File: config.mk
export PLATFORM = sky130hd
export DESIGN_NAME = sym_freq_store
export DESIGN_NICKNAME = d
export VERILOG_FILES = /design/src/rtl/sym_freq_pkg.sv /design/src/rtl/sym_buf_ram.sv /design/src/rtl/sym_freq_store.sv
export SDC_FILE = /design/constraint.sdc
export NUM_CORES = 1
export LEC_CHECK = 0
export CELL_PAD_IN_SITES_DETAIL_PLACEMENT = 0
export CELL_PAD_IN_SITES_GLOBAL_PLACEMENT = 1
export CORE_UTILIZATION = 40
export CTS_CLUSTER_SIZE = 8
export DETAILED_ROUTE_END_ITERATION = 10
export PLACE_DENSITY = 0.63
export SLEW_MARGIN = 0
export SYNTH_ARGS = -nofsm -noshare
export SYNTH_HDL_FRONTEND = slang
export SYNTH_HIERARCHICAL = 1
export SYNTH_SLANG_ARGS = --single-unit
File: constraint.sdc
create_clock -name clk -period 3.4 [get_ports clk]
set_clock_uncertainty 0.05 [all_clocks]
set_input_delay 0.68 -clock clk [delete_from_list [all_inputs] [get_ports clk]]
set_output_delay 0.68 -clock clk [all_outputs]
set_load 0.005 [all_outputs]
File: src/rtl/sym_freq_pkg.sv
// Shared types, default parameters and helpers for the symbol-frequency store.
package sym_freq_pkg;

  typedef enum logic [1:0] {
    S_IDLE    = 2'd0,
    S_COLLECT = 2'd1,
    S_DONE    = 2'd2
  } state_t;

  localparam int unsigned SYM_W_DEF = 4;
  localparam int unsigned NSYM_DEF  = 10;
  localparam int unsigned DEPTH_DEF = 256;

  // Ceiling log2; clog2(1) = 0.
  function automatic int unsigned clog2(input int unsigned v);
    int unsigned r;
    r = 0;
    for (int unsigned i = 0; i < 32; i++) begin
      if ((32'd1 << i) < v) r = i + 1;
    end
    return r;
  endfunction

endpackage

File: src/rtl/sym_buf_ram.sv
// Simple dual-port symbol buffer: one write port, one registered read port (read-before-write).
module sym_buf_ram #(
  parameter int unsigned W     = 4,
  parameter int unsigned DEPTH = 256,
  parameter int unsigned AW    = 8
) (
  input  logic          clk_i,
  input  logic          rst_i,
  input  logic          we_i,
  input  logic [AW-1:0] waddr_i,
  input  logic [W-1:0]  wdata_i,
  input  logic [AW-1:0] raddr_i,
  output logic [W-1:0]  rdata_o
);

  logic [W-1:0] mem_q [DEPTH];
  logic [W-1:0] rdata_q;

  always_ff @(posedge clk_i) begin
    if (we_i) mem_q[waddr_i] <= wdata_i;
  end

  // Only the output register is reset; array contents survive reset.
  always_ff @(posedge clk_i) begin
    if (rst_i) rdata_q <= '0;
    else       rdata_q <= mem_q[raddr_i];
  end

  assign rdata_o = rdata_q;

endmodule

File: src/rtl/sym_freq_store.sv
// Frame-based symbol histogram with a symbol buffer and registered bin counts.
module sym_freq_store
  import sym_freq_pkg::*;
#(
  parameter int unsigned SYM_W = SYM_W_DEF,
  parameter int unsigned NSYM  = NSYM_DEF,
  parameter int unsigned DEPTH = DEPTH_DEF,
  localparam int unsigned CNT_W = clog2(DEPTH + 1),
  localparam int unsigned AW    = clog2(DEPTH)
) (
  input  logic                  clk,
  input  logic                  rst,
  input  logic                  start,
  input  logic [CNT_W-1:0]      frame_len,
  input  logic                  in_valid,
  input  logic [SYM_W-1:0]      in_data,
  output logic                  in_ready,
  input  logic [AW-1:0]         rd_addr,
  output logic [SYM_W-1:0]      rd_data,
  output logic [NSYM*CNT_W-1:0] cnt_flat,
  output logic [CNT_W-1:0]      sym_count,
  output logic                  busy,
  output logic                  done,
  output logic                  done_pulse,
  output logic                  err_oor
);

  localparam logic [SYM_W:0]   NSYM_EXT = (SYM_W + 1)'(NSYM);
  localparam logic [CNT_W-1:0] DEPTH_C  = CNT_W'(DEPTH);

  state_t state_q, state_d;

  logic [CNT_W-1:0] bins_q [NSYM];
  logic [CNT_W-1:0] bins_d [NSYM];
  logic [CNT_W-1:0] sym_count_q, sym_count_d;
  logic [CNT_W-1:0] eff_len_q, eff_len_d;
  logic             done_q, done_d;
  logic             done_pulse_q, done_pulse_d;
  logic             err_q, err_d;

  logic             accept, start_ok, oor, last;
  logic [SYM_W-1:0] bin_sel;
  logic [NSYM-1:0]  bin_hit;

  assign in_ready = (state_q == S_COLLECT);
  assign busy     = (state_q == S_COLLECT);
  assign accept   = in_valid && in_ready;
  assign start_ok = start && (state_q != S_COLLECT);
  assign oor      = ({1'b0, in_data} >= NSYM_EXT);
  assign bin_sel  = oor ? SYM_W'(NSYM - 1) : in_data;
  assign last     = accept && ((sym_count_q + CNT_W'(1)) == eff_len_q);

  always_comb begin
    state_d = state_q;
    unique case (state_q)
      S_IDLE, S_DONE: if (start_ok) state_d = S_COLLECT;
      S_COLLECT:      if (last)     state_d = S_DONE;
      default:        state_d = S_IDLE;
    endcase
  end

  always_ff @(posedge clk) begin
    if (rst) state_q <= S_IDLE;
    else     state_q <= state_d;
  end

  always_comb begin
    for (int unsigned k = 0; k < NSYM; k++) begin
      bin_hit[k] = accept && (bin_sel == SYM_W'(k));
    end
  end

  always_comb begin
    bins_d       = bins_q;
    sym_count_d  = sym_count_q;
    eff_len_d    = eff_len_q;
    done_d       = done_q;
    done_pulse_d = 1'b0;
    err_d        = err_q;
    if (start_ok) begin
      bins_d      = '{default: '0};
      sym_count_d = '0;
      err_d       = 1'b0;
      done_d      = 1'b0;
      eff_len_d   = ((frame_len == '0) || (frame_len > DEPTH_C)) ? DEPTH_C : frame_len;
    end else if (accept) begin
      for (int unsigned k = 0; k < NSYM; k++) begin
        if (bin_hit[k]) bins_d[k] = bins_q[k] + CNT_W'(1);
      end
      sym_count_d = sym_count_q + CNT_W'(1);
      if (oor) err_d = 1'b1;
      if (last) begin
        done_d       = 1'b1;
        done_pulse_d = 1'b1;
      end
    end
  end

  always_ff @(posedge clk) begin
    if (rst) begin
      bins_q       <= '{default: '0};
      sym_count_q  <= '0;
      eff_len_q    <= '0;
      done_q       <= 1'b0;
      done_pulse_q <= 1'b0;
      err_q        <= 1'b0;
    end else begin
      bins_q       <= bins_d;
      sym_count_q  <= sym_count_d;
      eff_len_q    <= eff_len_d;
      done_q       <= done_d;
      done_pulse_q <= done_pulse_d;
      err_q        <= err_d;
    end
  end

  for (genvar k = 0; k < NSYM; k++) begin : g_flat
    assign cnt_flat[k*CNT_W +: CNT_W] = bins_q[k];
  end

  assign sym_count  = sym_count_q;
  assign done       = done_q;
  assign done_pulse = done_pulse_q;
  assign err_oor    = err_q;

  // Write address is the pre-increment count, always below eff_len <= DEPTH.
  sym_buf_ram #(
    .W     (SYM_W),
    .DEPTH (DEPTH),
    .AW    (AW)
  ) u_buf (
    .clk_i   (clk),
    .rst_i   (rst),
    .we_i    (accept),
    .waddr_i (sym_count_q[AW-1:0]),
    .wdata_i (in_data),
    .raddr_i (rd_addr),
    .rdata_o (rd_data)
  );

endmodule

==> impl_results.html <==
<table>
<tr><th>Metric</th><th>Value</th></tr>
<tr><th colspan="2">Final layout</th></tr>
<tr><td>Most frequent cells in the layout</td><td>edfxtp_1 (1024), nor2_1 (368), mux4_2 (210)</td></tr>
<tr><td>Seq. cell area</td><td>0.0331 mm^2</td></tr>
<tr><td>Area used by multi-input combinational logic</td><td>0.0120 mm^2</td></tr>
<tr><td>Final cell area excluding filler cells</td><td>0.0542 mm^2</td></tr>
<tr><td>Area growth from synthesis to layout</td><td>17.3%</td></tr>
<tr><td>Fill cell total of the finished layout</td><td>9676</td></tr>
<tr><td>Layout cell share with drive strength beyond 1</td><td>18.8%</td></tr>
<tr><td>Most common library cell in the layout ignoring fill and taps</td><td>edfxtp_1</td></tr>
<tr><td>Final net count</td><td>3000</td></tr>
<tr><th colspan="2">Detailed routing</th></tr>
<tr><td>DRT antenna net count</td><td>0</td></tr>
<tr><td>Number of DRC violations after detailed-routing iteration 0</td><td>2585</td></tr>
<tr><td>Router iterations before antenna repair</td><td>8</td></tr>
<tr><td>Count of unresolved DRC violations after routing</td><td>4</td></tr>
<tr><td>Average wire per cell in the routed design</td><td>28.0 um</td></tr>
<tr><td>Via total after detailed routing</td><td>26100</td></tr>
<tr><td>Final wirelength</td><td>127000 um</td></tr>
<tr><td>Post-DR vias/cell</td><td>5.75</td></tr>
<tr><th colspan="2">Timing</th></tr>
<tr><td>Max Freq</td><td>0.334 GHz</td></tr>
<tr><td>Total count of hold-check failures in the final report</td><td>0</td></tr>
<tr><td>Rel. slew slack</td><td>19.6%</td></tr>
<tr><td>Final Hold Slack</td><td>211 ps</td></tr>
<tr><td>Unrepaired setup endpoints after global routing</td><td>no</td></tr>
<tr><td>Final-report max-slew violation count</td><td>0</td></tr>
<tr><td>Slew @ Worst Pin</td><td>1210 ps</td></tr>
<tr><td>Fin crit period</td><td>2990 ps</td></tr>
<tr><td>Final setup violation count</td><td>0</td></tr>
<tr><td>Share of the cycle needed by the critical path after routing</td><td>88.0%</td></tr>
<tr><th colspan="2">Clock tree</th></tr>
<tr><td>TritonCTS Sinks</td><td>1141</td></tr>
<tr><td>H-Tree Depth</td><td>4</td></tr>
<tr><td>Clock network latency to the later pin of the worst-skew pair</td><td>740 ps</td></tr>
<tr><td>Clock tree from TritonCTS</td><td>yes</td></tr>
<tr><td>Post-CTS Repair Setup Buffers</td><td>0</td></tr>
<tr><td>Post-CTS Hold Buffers</td><td>0</td></tr>
<tr><td>Longest Clk Path Bufs</td><td>3</td></tr>
<tr><td>Clock-pin transition on the worst setup and hold timing paths</td><td>50 ps</td></tr>
<tr><td>Root buf cell</td><td>clkbuf_16</td></tr>
<tr><td>Number of CTS-inserted buffers</td><td>160</td></tr>
<tr><td>Resized cells post-CTS</td><td>0</td></tr>
<tr><th colspan="2">Critical path</th></tr>
<tr><td>Required @ worst endpoint</td><td>3960 ps</td></tr>
<tr><td>Maximum fanout encountered on the critical timing path</td><td>13</td></tr>
<tr><td>End point of the critical path</td><td>u_buf/rdata_o[3]</td></tr>
<tr><td>Kind of critical path</td><td>input pin to flop</td></tr>
<tr><td>Launching element of the worst setup path</td><td>rd_addr[6]</td></tr>
<tr><td>Endpoint kind of the worst setup timing path</td><td>flop</td></tr>
<tr><td>R2R Path End</td><td>u_buf/mem_q[25][3]</td></tr>
<tr><td>Data arrival, critical path</td><td>3560 ps</td></tr>
<tr><td>Count of cells along the worst register-to-register path</td><td>3</td></tr>
<tr><td>Type of origin of the critical path</td><td>input pin</td></tr>
<tr><td>Reg-to-reg setup timing slack</td><td>650 ps</td></tr>
<tr><td>Worst r2r src</td><td>sym_count[4]</td></tr>
<tr><th colspan="2">Global routing</th></tr>
<tr><td>First-pass GRT wire length</td><td>186000 um</td></tr>
<tr><td>Maximum number of pins on one net before global-route repair</td><td>241</td></tr>
<tr><td>Vias in the first global route</td><td>26900</td></tr>
<tr><td>Tot GR Track Use</td><td>21.9%</td></tr>
<tr><td>Initial antenna violation count</td><td>3</td></tr>
<tr><td>Overflow after GRT</td><td>0</td></tr>
<tr><th colspan="2">Synth</th></tr>
<tr><td>Cell accounting for the most synthesized area</td><td>edfxtp_1</td></tr>
<tr><td>Cell Area, Synth</td><td>0.0462 mm^2</td></tr>
<tr><td>Ys async rst share</td><td>0%</td></tr>
<tr><td>Number of distinct library cells after synthesis</td><td>72</td></tr>
<tr><td>Number of warnings reported in the yosys synthesis log</td><td>6</td></tr>
<tr><td>Count of flip-flops with a built-in enable after synthesis</td><td>1024</td></tr>
<tr><td>Share of Yosys cell area claimed by the top area cell type</td><td>66.5%</td></tr>
<tr><td>Sequential cell area fraction in the yosys report</td><td>71.6%</td></tr>
<tr><td>Flip-flop and latch count after synthesis</td><td>1141</td></tr>
<tr><td>Most used flip-flop cell after synthesis</td><td>edfxtp_1</td></tr>
<tr><td>Largest cells by area after synthesis</td><td>edfxtp_1 (67%), mux4_2 (10%), dfxtp_1 (5.1%)</td></tr>
<tr><td>Synthesized Nets</td><td>2717</td></tr>
<tr><td>Number of instances in the synthesized netlist</td><td>2680</td></tr>
<tr><td>Mean post-synth cell area</td><td>17.2 um^2</td></tr>
<tr><th colspan="2">Place</th></tr>
<tr><td>Half-perimeter wire length after detailed placement</td><td>82100 um</td></tr>
<tr><td># port buffers</td><td>132</td></tr>
<tr><td>GP Congestion</td><td>0.901</td></tr>
<tr><td>Instance area after placement</td><td>0.0498 mm^2</td></tr>
<tr><th colspan="2">Status</th></tr>
<tr><td>Outcome</td><td>finished with violations</td></tr>
<tr><td>Failing checks</td><td>design-rule violations</td></tr>
<tr><th colspan="2">Floorplan</th></tr>
<tr><td>Core area</td><td>0.115 mm^2</td></tr>
<tr><td>Chip height</td><td>342 um</td></tr>
<tr><td>Row count</td><td>124</td></tr>
<tr><td>Die width</td><td>342 um</td></tr>
<tr><td>Starting utilization of the core area</td><td>40.4%</td></tr>
<tr><td>Die Area</td><td>0.117 mm^2</td></tr>
<tr><td>Number of top-level pins</td><td>133</td></tr>
<tr><th colspan="2">Power</th></tr>
<tr><td>Power Dens Cells</td><td>572 mW/mm^2</td></tr>
<tr><td>Leak pwr</td><td>17.3 nW</td></tr>
<tr><td>Max VDD drop</td><td>0.529 mV</td></tr>
<tr><th colspan="2">Hold path</th></tr>
<tr><td>Class of the tightest hold or removal check</td><td>input pin to flop</td></tr>
<tr><th colspan="2">Run</th></tr>
<tr><td>Count of max-cap constraint violations</td><td>0</td></tr>
</table>
-- critical path, stage by stage --
cell and delay [ps]:
clkdlybuf4s50_1 880, nand3b_1 410, a2111oi_0 930, a311oi_1 220
nand4_1 300, o32ai_2 120
-- routing by layer --
layer / GRT usage (%) / vias to the layer above / wire length [um]
met5: 0 / - / 0
met4: 7.87 / 0 / 3760
met3: 4.18 / 215 / 9280
met2: 34.2 / 1107 / 59600
met1: 30.7 / 13600 / 54200
li1: - / 11200 / -
-- stage by stage --
step	cells	power (mW)	worst slack, ps	utilization, %	setup TNS (ps)
2_1_floorplan	2680	16.4	806	-	0
3_3_place_gp	4313	17.0	-256	43.5	-375
3_5_place_dp	4313	17.0	-172	43.5	-328
4_1_cts	4529	31.3	474	47.3	0
5_1_grt	4530	31.9	458	47.3	0
6_report	4530	31.0	406	47.3	0
-- synthesized netlist by cell type (15+ instances only) --
library cell  count
nor2_1          368
and2_1           15
nor3_1           20
a21oi_1          44
xor2_1           62
dfxtp_1         117
mux4_2          210
edfxtp_1       1024
o221ai_1         53
o22ai_1          31
nand2_1          92
mux2i_1         139
and3_1           22
xnor2_1          29
o21ai_0          25
buf_12           23
buf_2            38
clkbuf_1         77
nand3_1          47
nand4_1          52
-- kinds of logic after synthesis --
group | share of synthesized area, %
xor gates and xnor gates | 1.72
AOI/OAI and AO/OA | 3.44
muxes | 13.5
and+or+nand+nor | 6.89
adders and majority gates | 0.325
buffers and inverters | 2.56
DFF | 71.6
-- sequential cells by signal, indices dropped and copies added, names as in the netlist --
register / cells
state_q: 2
done: 1
sym_count: 9
done_pulse: 1
u_buf/rdata_o: 4
err_oor: 1
cnt_flat: 90
eff_len_q: 9
u_buf/mem_q: 1024
-- how the worst min path moves through the flow --
stage	slack, ps	start	depth (start not counted)	to
final	210	in_data[1]	1	u_buf/mem_q[202][1]
after detailed placement	390	done	2	done
after global placement	390	done	2	done
after CTS	150	in_data[1]	1	u_buf/mem_q[202][1]
after global routing	180	in_data[1]	1	u_buf/mem_q[202][1]
after floorplan	390	done	2	done
-- power breakdown --
| part | internal, mW | switching [mW] |
|---|---|---|
| Clock | 8.65 | 5.61 |
| Sequential | 15.3 | 0.0231 |
| Combinational | 0.539 | 0.895 |
| Total | 24.5 | 6.53 |
-- final cells by class --
| type | instances | area share, % |
|---|---|---|
| clock buffers | 205 | 7.88 |
| repair buffers | 282 | 5.16 |
| flip-flops and latches | 1141 | 61.1 |
| well taps | 1512 | 3.49 |
| clock inverters | 11 | 0.261 |
| inverters | 12 | 0.0831 |
| diodes | 1 | 0.00462 |
| multi-input cells | 1366 | 22.1 |
Note: power is estimated with default switching activity, not from simulation.
